===== src/rtl/prog_loader_pkg.sv =====
`default_nettype none
// ============================================================================
//  Module  : prog_loader_pkg
//  Brief   : Shared state encoding and frame constants for the program loader.
//  Revision: 1.0  initial release
// ============================================================================
package prog_loader_pkg;

    localparam int LEN_BYTES = 2;

    typedef enum logic [2:0] {
        LEN0 = 3'd0,
        LEN1 = 3'd1,
        DATA = 3'd2,
        CHK  = 3'd3,
        DONE = 3'd4,
        ERR  = 3'd5
    } state_t;

endpackage
`default_nettype wire


===== src/rtl/prog_loader_word_assembler.sv =====
`default_nettype none
// ============================================================================
//  Module  : word_assembler
//  Brief   : Packs four consecutive stream bytes into a little-endian word.
//  Revision: 1.0  initial release
// ============================================================================
module word_assembler (
    input  logic        clk,
    input  logic        rst,
    input  logic        clr,
    input  logic        byte_valid,
    input  logic [7:0]  byte_data,
    output logic        word_valid,
    output logic [31:0] word_data
);

    logic [1:0]  r_lane;
    // Only the three older bytes are stored; the fourth arrives on the bus.
    logic [23:0] r_shift;

    always_ff @(posedge clk) begin
        if (rst || clr) begin
            r_lane  <= 2'd0;
            r_shift <= 24'd0;
        end else if (byte_valid) begin
            r_lane  <= r_lane + 2'd1;
            r_shift <= {byte_data, r_shift[23:8]};
        end
    end

    assign word_valid = byte_valid && (r_lane == 2'd3);
    assign word_data  = {byte_data, r_shift};

endmodule
`default_nettype wire


===== src/rtl/prog_loader.sv =====
`default_nettype none
// ============================================================================
//  Module  : prog_loader
//  Brief   : Boot loader: byte stream -> LE words -> memory, holds cpu in reset.
//            Define PROG_LOADER_CHECKSUM_EN to require a trailing checksum byte.
//  Revision: 1.0  initial release
// ============================================================================
module prog_loader
    import prog_loader_pkg::*;
#(
    parameter int ADDR_W    = 8,
    parameter int MAX_WORDS = 256
) (
    input  logic              clk,
    input  logic              rst,
    input  logic              s_valid,
    input  logic [7:0]        s_data,
    output logic              s_ready,
    input  logic              load_req,
    output logic              mem_we,
    output logic [ADDR_W-1:0] mem_addr,
    output logic [31:0]       mem_wdata,
    output logic              cpu_rst,
    output logic              done,
    output logic              err
);

    localparam int c_len_w = 8 * LEN_BYTES;

    state_t               r_state;
    state_t               w_state_next;
    logic [7:0]           r_len_lo;
    logic [c_len_w-1:0]   r_len;
    logic [c_len_w-1:0]   r_word_cnt;
    logic [c_len_w-1:0]   w_len_full;
    logic                 w_xfer;
    logic                 w_restart;
    logic                 w_byte_valid;
    logic                 w_word_valid;
    logic [31:0]          w_word_data;
    logic                 w_last_word;
    logic                 w_ready_next;
    logic                 w_done_next;
    logic                 w_err_next;

    logic                 r_s_ready;
    logic                 r_mem_we;
    logic [ADDR_W-1:0]    r_mem_addr;
    logic [31:0]          r_mem_wdata;
    logic                 r_cpu_rst;
    logic                 r_done;
    logic                 r_err;

    assign w_xfer       = s_valid && r_s_ready;
    assign w_restart    = load_req && ((r_state == DONE) || (r_state == ERR));
    assign w_byte_valid = w_xfer && (r_state == DATA);
    assign w_len_full   = {s_data, r_len_lo};
    assign w_last_word  = (r_word_cnt == (r_len - c_len_w'(1)));

    word_assembler u_word_assembler (
        .clk        (clk),
        .rst        (rst),
        .clr        (w_restart),
        .byte_valid (w_byte_valid),
        .byte_data  (s_data),
        .word_valid (w_word_valid),
        .word_data  (w_word_data)
    );

`ifdef PROG_LOADER_CHECKSUM_EN
    localparam state_t c_after_data = CHK;

    logic [7:0] r_sum;

    always_ff @(posedge clk) begin
        if (rst || w_restart) begin
            r_sum <= 8'd0;
        end else if (w_byte_valid) begin
            r_sum <= r_sum + s_data;
        end
    end
`else
    localparam state_t c_after_data = DONE;
`endif

    always_ff @(posedge clk) begin
        if (rst) begin
            r_state <= LEN0;
        end else begin
            r_state <= w_state_next;
        end
    end

    always_comb begin
        w_state_next = r_state;
        case (r_state)
            LEN0: if (w_xfer) w_state_next = LEN1;
            LEN1: begin
                if (w_xfer) begin
                    if (w_len_full == '0) begin
                        w_state_next = c_after_data;
                    end else if (int'(w_len_full) > MAX_WORDS) begin
                        w_state_next = ERR;
                    end else begin
                        w_state_next = DATA;
                    end
                end
            end
            DATA: if (w_word_valid && w_last_word) w_state_next = c_after_data;
`ifdef PROG_LOADER_CHECKSUM_EN
            CHK:  if (w_xfer) w_state_next = (s_data == r_sum) ? DONE : ERR;
`endif
            DONE: if (load_req) w_state_next = LEN0;
            ERR:  if (load_req) w_state_next = LEN0;
            default: w_state_next = LEN0;
        endcase
    end

    // done waits one cycle in DONE so it always trails the final write strobe.
    always_comb begin
        w_ready_next = 1'b0;
        case (w_state_next)
            LEN0, LEN1, DATA, CHK: w_ready_next = 1'b1;
            default:               w_ready_next = 1'b0;
        endcase
        w_done_next = (r_state == DONE) && (w_state_next == DONE);
        w_err_next  = (w_state_next == ERR);
    end

    always_ff @(posedge clk) begin
        if (rst) begin
            r_len_lo <= 8'd0;
            r_len    <= '0;
        end else if (w_xfer && (r_state == LEN0)) begin
            r_len_lo <= s_data;
        end else if (w_xfer && (r_state == LEN1)) begin
            r_len    <= w_len_full;
        end
    end

    always_ff @(posedge clk) begin
        if (rst || w_restart || (w_xfer && (r_state == LEN1))) begin
            r_word_cnt <= '0;
        end else if (w_word_valid) begin
            r_word_cnt <= r_word_cnt + c_len_w'(1);
        end
    end

    always_ff @(posedge clk) begin
        if (rst) begin
            r_s_ready   <= 1'b0;
            r_mem_we    <= 1'b0;
            r_mem_addr  <= '0;
            r_mem_wdata <= 32'd0;
            r_cpu_rst   <= 1'b1;
            r_done      <= 1'b0;
            r_err       <= 1'b0;
        end else begin
            r_s_ready <= w_ready_next;
            r_mem_we  <= w_word_valid;
            if (w_word_valid) begin
                r_mem_addr  <= r_word_cnt[ADDR_W-1:0];
                r_mem_wdata <= w_word_data;
            end
            r_cpu_rst <= ~w_done_next;
            r_done    <= w_done_next;
            r_err     <= w_err_next;
        end
    end

    assign s_ready   = r_s_ready;
    assign mem_we    = r_mem_we;
    assign mem_addr  = r_mem_addr;
    assign mem_wdata = r_mem_wdata;
    assign cpu_rst   = r_cpu_rst;
    assign done      = r_done;
    assign err       = r_err;

endmodule
`default_nettype wire


===== config.mk =====
export PLATFORM = sky130hd
export DESIGN_NAME = prog_loader
export DESIGN_NICKNAME = d
export VERILOG_FILES = /design/src/rtl/prog_loader_pkg.sv /design/src/rtl/prog_loader_word_assembler.sv /design/src/rtl/prog_loader.sv
export SDC_FILE = /design/constraint.sdc
export NUM_CORES = 1
export LEC_CHECK = 0
export CAP_MARGIN = 20
export CORE_ASPECT_RATIO = 0.75
export CORE_UTILIZATION = 56
export CTS_CLUSTER_SIZE = 16
export DETAILED_ROUTE_END_ITERATION = 7
export PLACE_DENSITY_LB_ADDON = 0.25
export SLEW_MARGIN = 25
export SYNTH_ARGS = -nofsm -noshare
export SYNTH_HDL_FRONTEND = slang
export SYNTH_HIERARCHICAL = 1
export SYNTH_SLANG_ARGS = --single-unit

===== constraint.sdc =====
create_clock -name clk -period 3.05 [get_ports clk]
set_input_delay 0.4575 -clock clk [delete_from_list [all_inputs] [get_ports clk]]
set_output_delay 0.4575 -clock clk [all_outputs]
set_load 0.02 [all_outputs]

# Word-level counts from Yosys, hierarchy flattened
# Cells that the tools add are included.
[word_totals]
regBits = 114
in_bits = 12
out_inout_bits = 45
wordCells = 55
[op_classes]
addsub = 3
n_lt_le_gt_ge = 1
eq_ne = 11
n_mux = 8
n_bitwise = 2
reduce_logical = 17
[ops]
columns = ["cell", "n"]
rows = [
  ["$mux 3", 6],
  ["$add 16x1->16 const B", 1],
  ["$eq 16x16->1", 1],
  ["$gt 16x9->1 const B", 1],
  ["$logic_not 16->1", 1],
  ["$sub 16x1->16 const B", 1],
  ["$eq 3x3->1 const B", 4],
  ["$pmux 3 s4", 1],
  ["$eq 3x2->1 const B", 3],
  ["$logic_and 1x1->1", 8],
  ["$eq 3x1->1 const B", 2],
  ["$logic_not 3->1", 2],
  ["$reduce_or 4->1", 1],
  ["$logic_or 1x1->1", 3],
  ["$add 2x1->2 const B", 1],
  ["$eq 2x2->1 const B", 1],
  ["$not 1->1", 2],
  ["$reduce_and 2->1", 1],
  ["$reduce_or 2->1", 1],
  ["$mux 1", 1],
]

# Longest topological paths before layout
[logic_depth]
ltp_word = 9
depth_mapped = 12
depth_no_buf = 10

# Cells and area by module
# Netlist, hierarchy kept.
[modules_own_cells]
columns = ["mod", "instances", "cells_each", "area_each_um2", "seq_area_each_um2"]
rows = [
  ["prog_loader", 1, 441, 3913.8, 1761.7],
  ["word_assembler", 1, 95, 1039.7, 520.5],
]

# Worst setup path after synthesis
# No wires, ideal clock.
[synth_timing]
path_kind = "reg-to-reg"
from = "register r_state[1]"
to = "register r_mem_wdata[3] (netlist: mem_wdata[3])"
setup_time_ns = 0.128
t_arrival_ns = 2.349
required_ns = 2.922
path_slack_ns = 0.573
path_stages_with_launch = 11
n_path_buf = 5
synth_period_minus_slack_ns = 2.477
cell_sequence = "dfxtp_1 clkbuf_1 nand3b_1 nor2_1 buf_6 buf_6 and2_1 clkbuf_1 clkbuf_1 mux2i_1 nor2_1"
[synth_via]
elab_chain_cells = 3
[synth_rtl]
columns = ["item", "line", "source"]
rows = [
  ["start: declaration", "prog_loader.sv:30", "state_t r_state;"],
  ["start signal: assignment", "prog_loader.sv:90", "r_state <= w_state_next;"],
  ["$eq 3x2->1", "prog_loader.sv:56", "assign w_byte_valid = w_xfer && (r_state == DATA);"],
  ["$logic_and 1x1->1", "prog_loader.sv:56", ""],
  ["net w_byte_valid", "prog_loader.sv:38", "logic w_byte_valid;"],
  ["$logic_and 1x1->1", "prog_loader_word_assembler.sv:31", "assign word_valid = byte_valid && (r_lane == 2'd3);"],
  ["net w_word_valid", "prog_loader.sv:39", "logic w_word_valid;"],
  ["end signal: assignment", "prog_loader.sv:163", "r_mem_wdata <= w_word_data;"],
  ["end: declaration", "prog_loader.sv:49", "logic [31:0] r_mem_wdata;"],
]
# The timed path passes the listed nets, and every way through them passes these cells.
# A chain may end at the register's enable or synchronous reset.

# Worst setup path in the final report
[layout_timing]
from = "register r_len[0]"
to = "register r_state[1]"
[layout_via]
elab_chain_cells = 5
[layout_rtl]
columns = ["item", "line", "source"]
rows = [
  ["start: declaration", "prog_loader.sv:33", "logic [c_len_w-1:0] r_len;"],
  ["start signal: assignment", "prog_loader.sv:137", "r_len <= w_len_full;"],
  ["$sub 16x1->16", "prog_loader.sv:58", "assign w_last_word = (r_word_cnt == (r_len - c_len_w'(1)));"],
  ["$eq 16x16->1", "prog_loader.sv:58", ""],
  ["$logic_and 1x1->1", "prog_loader.sv:109", "DATA: if (w_word_valid && w_last_word) w_state_next = c_after_data;"],
  ["$mux 3", "prog_loader.sv:109", ""],
  ["$pmux 3 s4", "prog_loader.sv:96", "case (r_state)"],
]
# No other way between the ends.

==> impl_metrics.py <==
metrics = {
    "hold_path": {
        "worstHoldEndpoint": "r_len[7]",
        "min_path_cells": 2,
        "hp-class": "reg -> reg",
        "holdCritStartpoint": "r_len_lo[7]",
    },
    "clock_network": {
        "clk_path_buf_depth": 2,
        "cts_setup_buffers": 0,
        "cts-root-buf": "clkbuf_16",
        "path_clk_slew_ns": 0.06,
        "clk-insertion-delay-late_ns": 0.41,
        "cts_resized": 0,
        "clock-sinks": 114,
        "numCtsBuffers": 17,
        "htree_levels": 4,
        "cts_tree": "yes",
        "hold_buffers": 0,
    },
    "routing": {
        "via_count": 3963,
        "drt-met1-wl_um": 5310,
        "top_layer": "met4",
        "drt-pass1-iter-count": 6,
        "dr_wl_met2_um": 5170,
        "drcViolationCount": 0,
        "ant_nets": 0,
        "met3_length_um": 983,
        "wl_per_cell_um": 16.6,
        "wl_um": 11600,
        "viasPerCell": 5.68,
        "drt_iter0_markers": 390,
    },
    "layout": {
        "design_area_sq_mm": 0.00611,
        "syn_to_final_growth_pct": 23.4,
        "antenna_cells": 0,
        "most-common-layout-cells": "114 x dfxtp_1, 100 x nor2_1, 75 x mux2i_1",
        "nets": 592,
        "layout-drive-gt1-share_pct": 8.98,
        "fillers": 606,
        "final_common_cell": "dfxtp_1",
    },
    "sta": {
        "slew_headroom_pct": 55.9,
        "finalCritPeriodShare_pct": 86.0,
        "slew_viol_final": 0,
        "setup_tns_ns": 0,
        "layout_min_cycle_time_ns": 2.62,
        "fin_skew_ns": 0.00781,
        "rsz0062_at_grt": "false",
        "setup-violations-final": 0,
        "worst_slew_pin_slew_ns": 0.655,
        "hold_viol_final": 0,
        "hold_ws_ns": 0.475,
        "max_freq_mhz": 381,
    },
    "die": {
        "rows": 29,
        "die_area_sq_mm": 0.00923,
        "ios": 57,
        "die_x_um": 111,
        "die_h_um": 83.5,
        "core_sq_mm": 0.00853,
        "start_util_pct": 58.1,
    },
    "placement": {
        "hpwl_um": 7500,
        "port_buffers": 56,
        "place_congestion": 0.868,
        "dpl_cell_area_sq_mm": 0.00546,
    },
    "setup_path": {
        "cp_cell_sequence": "inv_1 > ha_1 > or3b_2 > or3_1 > nor3_1 > a31o_2 > nand4_2 > o41a_1",
        "cp-start-kind": "register",
        "crit_type": "reg -> reg",
        "r2r_setup_slack_ns": 0.43,
        "arrival_ns": 2.91,
        "reg2reg_depth": 8,
        "worstReg2RegEnd": "r_state[1]",
        "r2r-start": "r_len[0]",
        "crit_path_max_fanout": 9,
        "cpMaxStageDelayCell": "or3b_2",
        "cp.required_ns": 3.34,
        "slowest_delay_ns": 0.49,
        "cp.buffers_inverters": 1,
        "crit_family": "simple AND/OR/NAND/NOR gates",
        "crit_path_end_kind": "register",
    },
    "yosys": {
        "netlist_area_sq_mm": 0.00495,
        "synth_nets": 551,
        "yosysWarnings": 6,
        "synth_top_area_cell": "dfxtp_1",
        "ys_types": 49,
        "synthFlopType": "dfxtp_1",
        "synth_top_area_share_pct": 46.1,
        "synthArstFlopShare_pct": 0,
        "syn_inst": 536,
        "synth_seq_cells": 114,
        "synth.avg_cell_area_sq_um": 9.24,
        "yosysSeqAreaShare_pct": 46.1,
        "synthTopCellsByArea": "dfxtp_1 46%, mux2i_1 15%, nor2_1 7.7%",
        "synth_edf_count": 0,
    },
    "global_route": {
        "grt_pass1_wl_um": 19000,
        "gr-total-overflow": 0,
        "grt.total_usage_pct": 26.0,
        "grt_max_degree": 46,
        "grt_pass1_vias": 3720,
        "antenna_found_initial": 0,
    },
    "flow_run": {
        "maxCapViolations": 0,
    },
    "power": {
        "peakVddDrop_mv": 0.547,
        "power_density_mw_per_mm2": 622,
        "power.leakage_nw": 2.15,
        "power_mw": 3.80,
    },
    "status": {
        "run_status": "completed",
    },
}
## logic make-up after synthesis
logic type                 share of synthesized area, %
AOI/OAI and AO/OA                                  5.89
xor gates and xnor gates                           6.37
adders and majority gates                         0.758
buffers and inverters                              5.68
DFF                                                46.1
muxes                                              15.2
and+or+nand+nor                                    20.1
## layout make-up
| type | count | area [sq um] | share of cell area [%] |
|---|---|---|---|
| Timing Repair Buffer | 66 | 631 | 10.3 |
| Clock buffer | 20 | 467 | 7.64 |
| Multi-Input combinational cell | 372 | 2390 | 39.2 |
| Sequential cell | 114 | 2280 | 37.3 |
| Clock inverter | 12 | 180 | 2.95 |
| Tap cell | 108 | 135 | 2.21 |
| Inverter | 6 | 22.5 | 0.369 |
## sequential cells by signal (all words and copies together) (netlist names), 2 cells and up
| register | flops |
|---|---|
| u_word_assembler/r_shift | 24 |
| mem_wdata | 32 |
| u_word_assembler/r_lane | 2 |
| r_word_cnt | 16 |
| mem_addr | 8 |
| r_len | 16 |
| r_len_lo | 8 |
| r_state | 3 |
## power by group
group	switching (mW)	internal (mW)	leakage [nW]
clock	0.702	1.43	0.312
sequential	0.0131	1.50	0.920
combinational	0.0916	0.0583	0.922
total	0.807	2.99	2.15
## worst max path at each step
stage,startpoint,to,depth (start not counted)
floorplan,r_state[1],mem_wdata[3],10
global placement,s_valid,r_word_cnt[13],10
detailed placement,s_valid,r_word_cnt[13],10
global route,r_len[0],r_state[1],8
CTS,r_len[0],r_state[1],8
finish,r_len[0],r_state[1],8
## cell usage after synthesis, drive strengths merged, types with 2 or more instances
cell type / n
and3: 3
o21ai: 5
nor4: 9
and2: 3
nand3: 9
o211ai: 2
or4: 5
inv: 6
xor2: 15
dfxtp: 114
nor3b: 2
or2: 2
xnor2: 21
nor2: 102
o31ai: 2
nand3b: 2
mux2i: 75
a211oi: 3
nand2b: 3
nand2: 44
nand4: 7
ha: 3
nor2b: 3
buf: 21
clkbuf: 23
nor3: 9
nor4b: 2
or3: 6
a21oi: 23
o41a: 2
## tightest hold or removal path, cell delays in order (launching register included)
cell and delay (ns):
dfxtp_1 0.32, nand2_1 0.06, a21oi_1 0.05
## through the flow
| step | setup slack (ns) | std cells | utilization [%] |
|---|---|---|---|
| after floorplan | 0.573 | 536 | - |
| after global placement | 0.409 | 666 | 64.1 |
| after detailed placement | 0.330 | 666 | 64.1 |
| after CTS | 0.433 | 698 | 71.7 |
| after global routing | 0.274 | 698 | 71.7 |
| final | 0.426 | 698 | 71.7 |
## metal layers
metal / up-vias / GRT usage (%)
li1: 1900 / -
met1: 1912 / 35.4
met2: 134 / 38.6
met3: 17 / 9.22
met4: 0 / 7.64
met5: - / 0
Power figures use the tool's default switching activity.
